`config.mk`:
```
export PLATFORM = sky130hd
export DESIGN_NAME = clockport_master
export DESIGN_NICKNAME = d
export VERILOG_FILES = /design/src/rtl/clockport_master.sv
export SDC_FILE = /design/constraint.sdc
export NUM_CORES = 1
export LEC_CHECK = 0
export BUFFER_PORTS_ARGS = -buffer_cell sky130_fd_sc_hd__clkbuf_2
export CAP_MARGIN = 30
export CORE_ASPECT_RATIO = 0.75
export CORE_MARGIN = 2
export CORE_UTILIZATION = 50
export CTS_CLUSTER_SIZE = 8
export DETAILED_ROUTE_END_ITERATION = 8
export PLACE_DENSITY = 0.72
export SYNTH_ARGS = -nofsm -noshare
export SYNTH_HDL_FRONTEND = slang
export SYNTH_SLANG_ARGS = --single-unit
```
`constraint.sdc`:
```
create_clock -name clk -period 5 [get_ports clk]
set_input_delay 0.75 -clock clk [delete_from_list [all_inputs] [get_ports clk]]
set_output_delay 0.75 -clock clk [all_outputs]
set_load 0.05 [all_outputs]
```
`src/rtl/clockport_master.sv`:
```
// clockport_master: Amiga clockport bus master.
// Host commands are queued in a small FIFO and executed one at a time as
// CS_n / IORD_n / IOWR_n cycles with programmable setup, strobe, hold and
// recovery times. Completions come back as a one-cycle response pulse, and
// INT6_n is synchronised into a level and a falling-edge pulse.
module clockport_master #(
  parameter int ADDR_W     = 2,
  parameter int DATA_W     = 8,
  parameter int FIFO_DEPTH = 4,
  parameter int WAIT_W     = 3,
  parameter int T_SETUP    = 2,
  parameter int T_STROBE   = 3,
  parameter int T_HOLD     = 1,
  parameter int T_RECOVER  = 1
) (
  input  logic              clk,
  input  logic              reset,
  input  logic              cmd_valid,
  output logic              cmd_ready,
  input  logic              cmd_rnw,
  input  logic [ADDR_W-1:0] cmd_addr,
  input  logic [DATA_W-1:0] cmd_wdata,
  input  logic [WAIT_W-1:0] cmd_wait,
  output logic              rsp_valid,
  output logic              rsp_rnw,
  output logic [DATA_W-1:0] rsp_rdata,
  output logic [ADDR_W-1:0] A,
  output logic [DATA_W-1:0] D_out,
  output logic              D_oe,
  input  logic [DATA_W-1:0] D_in,
  output logic              CS_n,
  output logic              IORD_n,
  output logic              IOWR_n,
  input  logic              INT6_n,
  output logic              irq_pulse,
  output logic              irq_level
);

  localparam int PTR_W = (FIFO_DEPTH > 1) ? $clog2(FIFO_DEPTH) : 1;
  localparam int ENT_W = 1 + ADDR_W + DATA_W + WAIT_W;
  // Wide enough for any single phase, including the longest strobe.
  localparam int CNT_W = $clog2(T_SETUP + T_STROBE + (1 << WAIT_W) + T_HOLD + T_RECOVER + 1) + 1;
  localparam int REC_LOAD = (T_RECOVER > 0) ? (T_RECOVER - 1) : 0;
  localparam bit HAS_RECOVER = (T_RECOVER > 0);

  typedef enum logic [2:0] {
    ST_IDLE    = 3'd0,
    ST_SETUP   = 3'd1,
    ST_STROBE  = 3'd2,
    ST_HOLD    = 3'd3,
    ST_RECOVER = 3'd4
  } state_t;

  // ---------------------------------------------------------------------
  // Command queue
  // ---------------------------------------------------------------------
  logic [ENT_W-1:0]  r_mem [FIFO_DEPTH];
  logic [PTR_W-1:0]  r_wr_ptr;
  logic [PTR_W-1:0]  r_rd_ptr;
  logic [PTR_W:0]    r_count;
  logic              w_full;
  logic              w_empty;
  logic              w_push;
  logic              w_pop;
  logic [ENT_W-1:0]  w_head;
  logic              w_head_rnw;
  logic [ADDR_W-1:0] w_head_addr;
  logic [DATA_W-1:0] w_head_wdata;
  logic [WAIT_W-1:0] w_head_wait;

  // Full is decided from the registered count only, so a pop in the same
  // cycle never frees a slot for a simultaneous push.
  assign w_full    = (r_count == (PTR_W+1)'(FIFO_DEPTH));
  assign w_empty   = (r_count == (PTR_W+1)'(0));
  assign w_push    = cmd_valid && !w_full;
  assign cmd_ready = !w_full;

  assign w_head       = r_mem[r_rd_ptr];
  assign w_head_rnw   = w_head[ENT_W-1];
  assign w_head_addr  = w_head[ENT_W-2 -: ADDR_W];
  assign w_head_wdata = w_head[WAIT_W +: DATA_W];
  assign w_head_wait  = w_head[WAIT_W-1:0];

  // Queue storage write; contents need no reset since pointers gate them.
  always_ff @(posedge clk) begin
    if (w_push) begin
      r_mem[r_wr_ptr] <= {cmd_rnw, cmd_addr, cmd_wdata, cmd_wait};
    end
  end

  // Queue pointers and occupancy; reset flushes any pending commands.
  always_ff @(posedge clk or posedge reset) begin
    if (reset) begin
      r_wr_ptr <= '0;
      r_rd_ptr <= '0;
      r_count  <= '0;
    end else begin
      if (w_push) begin
        r_wr_ptr <= r_wr_ptr + PTR_W'(1);
      end
      if (w_pop) begin
        r_rd_ptr <= r_rd_ptr + PTR_W'(1);
      end
      case ({w_push, w_pop})
        2'b10:   r_count <= r_count + (PTR_W+1)'(1);
        2'b01:   r_count <= r_count - (PTR_W+1)'(1);
        default: r_count <= r_count;
      endcase
    end
  end

  // ---------------------------------------------------------------------
  // Bus sequencer
  // ---------------------------------------------------------------------
  state_t            r_state;
  state_t            w_state_nxt;
  logic [CNT_W-1:0]  r_cnt;
  logic [CNT_W-1:0]  w_cnt_nxt;
  logic              w_cnt_zero;
  logic [CNT_W-1:0]  w_strobe_load;
  logic              r_rnw;
  logic              w_rnw_nxt;
  logic [WAIT_W-1:0] r_wait;
  logic [WAIT_W-1:0] w_wait_nxt;

  logic              r_cs_n,   w_cs_n_nxt;
  logic              r_iord_n, w_iord_n_nxt;
  logic              r_iowr_n, w_iowr_n_nxt;
  logic [ADDR_W-1:0] r_a,      w_a_nxt;
  logic [DATA_W-1:0] r_d_out,  w_d_out_nxt;
  logic              r_d_oe,   w_d_oe_nxt;
  logic              r_rsp_valid, w_rsp_valid_nxt;
  logic              r_rsp_rnw,   w_rsp_rnw_nxt;
  logic [DATA_W-1:0] r_rsp_rdata, w_rsp_rdata_nxt;

  assign w_cnt_zero    = (r_cnt == '0);
  // Zero-extended sum cannot wrap: the counter is wider than T_STROBE-1+max wait.
  assign w_strobe_load = CNT_W'(T_STROBE - 1) + CNT_W'(r_wait);

  // Next-state, phase counter and next values of every registered output.
  always_comb begin
    w_state_nxt     = r_state;
    w_cnt_nxt       = r_cnt;
    w_pop           = 1'b0;
    w_rnw_nxt       = r_rnw;
    w_wait_nxt      = r_wait;
    w_cs_n_nxt      = r_cs_n;
    w_iord_n_nxt    = r_iord_n;
    w_iowr_n_nxt    = r_iowr_n;
    w_a_nxt         = r_a;
    w_d_out_nxt     = r_d_out;
    w_d_oe_nxt      = r_d_oe;
    w_rsp_valid_nxt = 1'b0;
    w_rsp_rnw_nxt   = r_rsp_rnw;
    w_rsp_rdata_nxt = r_rsp_rdata;
    case (r_state)
      ST_IDLE: begin
        if (!w_empty) begin
          w_pop       = 1'b1;
          w_rnw_nxt   = w_head_rnw;
          w_wait_nxt  = w_head_wait;
          w_cs_n_nxt  = 1'b0;
          w_a_nxt     = w_head_addr;
          w_d_oe_nxt  = !w_head_rnw;
          w_d_out_nxt = w_head_wdata;
          w_state_nxt = ST_SETUP;
          w_cnt_nxt   = CNT_W'(T_SETUP - 1);
        end else begin
          w_state_nxt = ST_IDLE;
        end
      end
      ST_SETUP: begin
        if (w_cnt_zero) begin
          // Only the strobe matching the access direction is driven low.
          w_iord_n_nxt = !r_rnw;
          w_iowr_n_nxt = r_rnw;
          w_state_nxt  = ST_STROBE;
          w_cnt_nxt    = w_strobe_load;
        end else begin
          w_cnt_nxt = r_cnt - CNT_W'(1);
        end
      end
      ST_STROBE: begin
        if (w_cnt_zero) begin
          w_iord_n_nxt = 1'b1;
          w_iowr_n_nxt = 1'b1;
          // Read data is captured on the same edge the strobe rises.
          if (r_rnw) begin
            w_rsp_rdata_nxt = D_in;
          end else begin
            w_rsp_rdata_nxt = r_rsp_rdata;
          end
          w_state_nxt = ST_HOLD;
          w_cnt_nxt   = CNT_W'(T_HOLD - 1);
        end else begin
          w_cnt_nxt = r_cnt - CNT_W'(1);
        end
      end
      ST_HOLD: begin
        if (w_cnt_zero) begin
          w_cs_n_nxt      = 1'b1;
          w_d_oe_nxt      = 1'b0;
          w_a_nxt         = '0;
          w_rsp_valid_nxt = 1'b1;
          w_rsp_rnw_nxt   = r_rnw;
          if (HAS_RECOVER) begin
            w_state_nxt = ST_RECOVER;
            w_cnt_nxt   = CNT_W'(REC_LOAD);
          end else begin
            w_state_nxt = ST_IDLE;
            w_cnt_nxt   = '0;
          end
        end else begin
          w_cnt_nxt = r_cnt - CNT_W'(1);
        end
      end
      ST_RECOVER: begin
        if (w_cnt_zero) begin
          w_state_nxt = ST_IDLE;
        end else begin
          w_cnt_nxt = r_cnt - CNT_W'(1);
        end
      end
      default: begin
        w_state_nxt = ST_IDLE;
        w_cnt_nxt   = '0;
      end
    endcase
  end

  // Sequencer state and all bus/response output registers.
  always_ff @(posedge clk or posedge reset) begin
    if (reset) begin
      r_state     <= ST_IDLE;
      r_cnt       <= '0;
      r_rnw       <= 1'b0;
      r_wait      <= '0;
      r_cs_n      <= 1'b1;
      r_iord_n    <= 1'b1;
      r_iowr_n    <= 1'b1;
      r_a         <= '0;
      r_d_out     <= '0;
      r_d_oe      <= 1'b0;
      r_rsp_valid <= 1'b0;
      r_rsp_rnw   <= 1'b0;
      r_rsp_rdata <= '0;
    end else begin
      r_state     <= w_state_nxt;
      r_cnt       <= w_cnt_nxt;
      r_rnw       <= w_rnw_nxt;
      r_wait      <= w_wait_nxt;
      r_cs_n      <= w_cs_n_nxt;
      r_iord_n    <= w_iord_n_nxt;
      r_iowr_n    <= w_iowr_n_nxt;
      r_a         <= w_a_nxt;
      r_d_out     <= w_d_out_nxt;
      r_d_oe      <= w_d_oe_nxt;
      r_rsp_valid <= w_rsp_valid_nxt;
      r_rsp_rnw   <= w_rsp_rnw_nxt;
      r_rsp_rdata <= w_rsp_rdata_nxt;
    end
  end

  assign CS_n      = r_cs_n;
  assign IORD_n    = r_iord_n;
  assign IOWR_n    = r_iowr_n;
  assign A         = r_a;
  assign D_out     = r_d_out;
  assign D_oe      = r_d_oe;
  assign rsp_valid = r_rsp_valid;
  assign rsp_rnw   = r_rsp_rnw;
  assign rsp_rdata = r_rsp_rdata;

  // ---------------------------------------------------------------------
  // Interrupt synchroniser
  // ---------------------------------------------------------------------
  logic r_int_s1;
  logic r_int_s2;
  logic r_int_prev;
  logic r_irq_pulse;
  logic r_irq_level;

  // Two-flop synchroniser on INT6_n, then registered level and fall detect.
  always_ff @(posedge clk or posedge reset) begin
    if (reset) begin
      r_int_s1    <= 1'b1;
      r_int_s2    <= 1'b1;
      r_int_prev  <= 1'b1;
      r_irq_pulse <= 1'b0;
      r_irq_level <= 1'b0;
    end else begin
      r_int_s1    <= INT6_n;
      r_int_s2    <= r_int_s1;
      r_int_prev  <= r_int_s2;
      r_irq_pulse <= r_int_prev && !r_int_s2;
      r_irq_level <= !r_int_s2;
    end
  end

  assign irq_pulse = r_irq_pulse;
  assign irq_level = r_irq_level;

endmodule

```
==> impl_metrics.csv <==
group,metric,value,unit
outcome,status,"complete, no violations",
logic_synthesis,synth.avg_cell_area,15.5,sq um
setup_path,arrival,3.30,ns
place,dp_hpwl,4850,microns
clocking,insertion_delay,0.37,ns
setup_path,setup.worst_path.start_class,"flip-flop",
detailed_routing,vias,2352,
floorplanning,initial_utilization,52.3,%
global_routing,grt_antenna_before_repair,0,
clocking,cts_sinks,104,
floorplanning,rows,28,
setup_path,cp_slowest_cell,"clkinv_1",
final_layout,areaGrowthSynthToFinish,13.4,%
floorplanning,ioPinCount,53,
setup_path,cp-startpoint,"r_count[2]",
setup_path,r2r-start,"r_count[2]",
clocking,tritoncts,"built",
clocking,cts_made_buffers,9,
timing,setup_violations,0,
floorplanning,die_w,110,microns
logic_synthesis,syn_nets,305,
final_layout,antenna_cells,0,
detailed_routing,wl_per_cell,16.7,microns
final_layout,drive_above_1_share,32.7,%
timing,fin_tns_setup,0,ns
detailed_routing,ant_nets,0,
detailed_routing,drc,0,
floorplanning,fp.dieH,83.3,microns
setup_path,r2r_slack,1.96,ns
setup_path,slowest_delay,0.61,ns
timing,min_period_over_period,60.8,%
detailed_routing,first_iter_violations,135,
final_layout,final_net_count,360,
logic_synthesis,synthArstFlopShare,46.2,%
timing,worstMarginPinSlew,0.834,ns
final_layout,post-route-cell-area,4760,sq um
setup_path,endpoint,"r_count[2]",
timing,final.min_clock_period,3.04,ns
logic_synthesis,yosys_warnings,0,
timing,skew,0.00966,ns
setup_path,end_kind,"flip-flop",
timing,rsz0062_at_grt,"no",
clocking,cts.clk_slew.worst_paths,0.09,ns
detailed_routing,dr.pass1.iters,4,
floorplanning,core-area,8020,sq um
logic_synthesis,synth_top_area_share,40.1,%
setup_path,worstSetupPathType,"reg2reg",
logic_synthesis,synth_area_leaders,"edfxtp_1, dfrtp_1, mux4_2, nand2_1, dfstp_2",
clocking,cts_max_level,3,
power,power_density,652,nW/um^2
detailed_routing,wirelength,7290,microns
logic_synthesis,synthTopCellsByCount,"edfxtp_1, nand2_1, dfrtp_1, mux4_2, inv_1",
place,portBuffers,52,
logic_synthesis,syn_area,4200,sq um
logic_synthesis,yosys.area.top_type,"edfxtp_1",
place,place_ws,1.94,ns
clocking,hold_buffers,0,
clocking,cts_setup_buffers,0,
setup_path,crit_chain,"or3_1, nand2_1, clkinv_1, ha_1, inv_1, fa_1, xor2_1, nor2_1, xor2_1",
global_routing,globalRouteTotalUtil,17.4,%
logic_synthesis,synth_edf_count,56,
floorplanning,die_area,9150,sq um
power,peakVddDrop,453,uV
setup_path,rr_endpoint,"r_count[2]",
timing,maxClockFrequency,329,MHz
timing,slew_headroom,44.4,%
timing,finalWorstSetupSlack,1.96,ns
timing,hold_viol,0,
clocking,cts.root.buffer_cell,"clkbuf_8",
logic_synthesis,synth_seq_cells,104,
timing,final-max-slew-violation-count,0,
place,place.gp.congestion,0.767,
logic_synthesis,synth_cells,270,
setup_path,cp_common_cell,"xor2_1",
global_routing,grt_max_degree,34,
logic_synthesis,ys_dominant_reg_cell,"edfxtp_1",
worst_hold_path,hp-class,"in2async",
clocking,cts_resized,0,
global_routing,grt_pass1_vias,2293,
global_routing,gr-total-overflow,0,
setup_path,required,5.26,ns
final_layout,stdcell_count,435,
place,dpl_cell_area,4590,sq um
setup_path,r2r_cells,9,
global_routing,grt_pass1_wl,11700,microns
detailed_routing,vias_per_cell,5.41,
place,place_inst,419,
clocking,cts.path.max_buffers,2,
setup_path,critical_path_peak_fanout,19,
run,cap_violations,0,
logic_synthesis,yosysSeqAreaShare,68.9,%
logic_synthesis,ys_types,48,
logic_synthesis,post-synth-top-count-cell,"edfxtp_1",
power,leakage,1.99,nW
## sequential cells by signal (all words and copies together), names as in the netlist, 3 cells and up
signal / flops
r_cnt: 5
r_count: 3
r_wait: 3
r_state: 3
r_mem: 56
rsp_rdata: 8
D_out: 8
## metrics by stage
step / total power [mW] / utilization [%] / hold WS [ns]
after floorplan: 2.33 / - / 0.345
after global placement: 2.60 / 56.6 / 0.346
after detailed placement: 2.68 / 57.2 / 0.348
after CTS: 3.14 / 59.3 / 0.312
after global routing: 3.30 / 59.3 / 0.319
final: 3.10 / 59.3 / 0.324
## worst max-delay path: cells and delay by family (launching register included)
| family | cells | cell delay, ns |
|---|---|---|
| AND/OR/NAND/NOR | 3 | 0.96 |
| buffers and inverters | 2 | 0.68 |
| adder cells (fa/ha/maj) | 2 | 0.59 |
| flip-flops | 1 | 0.41 |
| XOR/XNOR | 2 | 0.28 |
## report_power, final
part | switching [mW] | internal [mW] | total (mW)
Clock | 0.274 | 0.183 | 0.457
Combinational | 0.766 | 0.474 | 1.24
Sequential | 0.217 | 1.19 | 1.40
Total | 1.26 | 1.84 | 3.10
## area by class of cell
cell class              instances  area [sq um]
fillers                       623          3270
flip-flops and latches        104          2890
multi-input cells             143          1210
repair buffers                 54           308
well taps                     105           131
clock buffers                  10           128
inverters                      13          48.8
clock inverters                 6          40.0
## how the worst min path moves through the flow
stage               startpoint          end  slack (ns)  depth (start not counted)
floorplan             r_int_s1     r_int_s2        0.35                          0
global placement      r_int_s1     r_int_s2        0.35                          0
detailed placement    r_int_s1     r_int_s2        0.35                          0
CTS                      reset  r_wr_ptr[1]        0.31                          2
global route             reset    r_wait[2]        0.32                          2
finish                   reset    r_wait[2]        0.32                          2
## layout by cell type, fill, tap and decap left out, drive strengths merged, types with 2 or more instances in the layout
master	n
o21ai	4
o22ai	2
o21bai	3
nand2b	2
a21oi	4
xor2	3
nand2	48
inv	15
or3	2
clkbuf	62
xnor2	4
clkinv	4
and3	4
a221o	2
mux2	10
edfxtp	56
nor3b	2
mux4	14
or4b	2
dfrtp	42
o31ai	2
nor2	9
ha	8
nor4b	2
buf	2
dfstp	6
## per-layer routing
metal	GRT usage, %	up-vias	wire length, microns
met5	0	-	0
met4	3.80	0	8
met3	7.22	3	392
met2	25.5	64	3300
met1	24.4	1196	3590
li1	-	1089	-
## logic make-up after synthesis
logic type,Yosys count,synth area share [%]
compound gates,24,4.09
buf+inv,23,2.27
simple gates,78,9.27
xor+xnor,7,1.46
mux,25,11.2
fa+ha+maj,9,2.86
flops,104,68.9
Power figures use the tool's default switching activity.
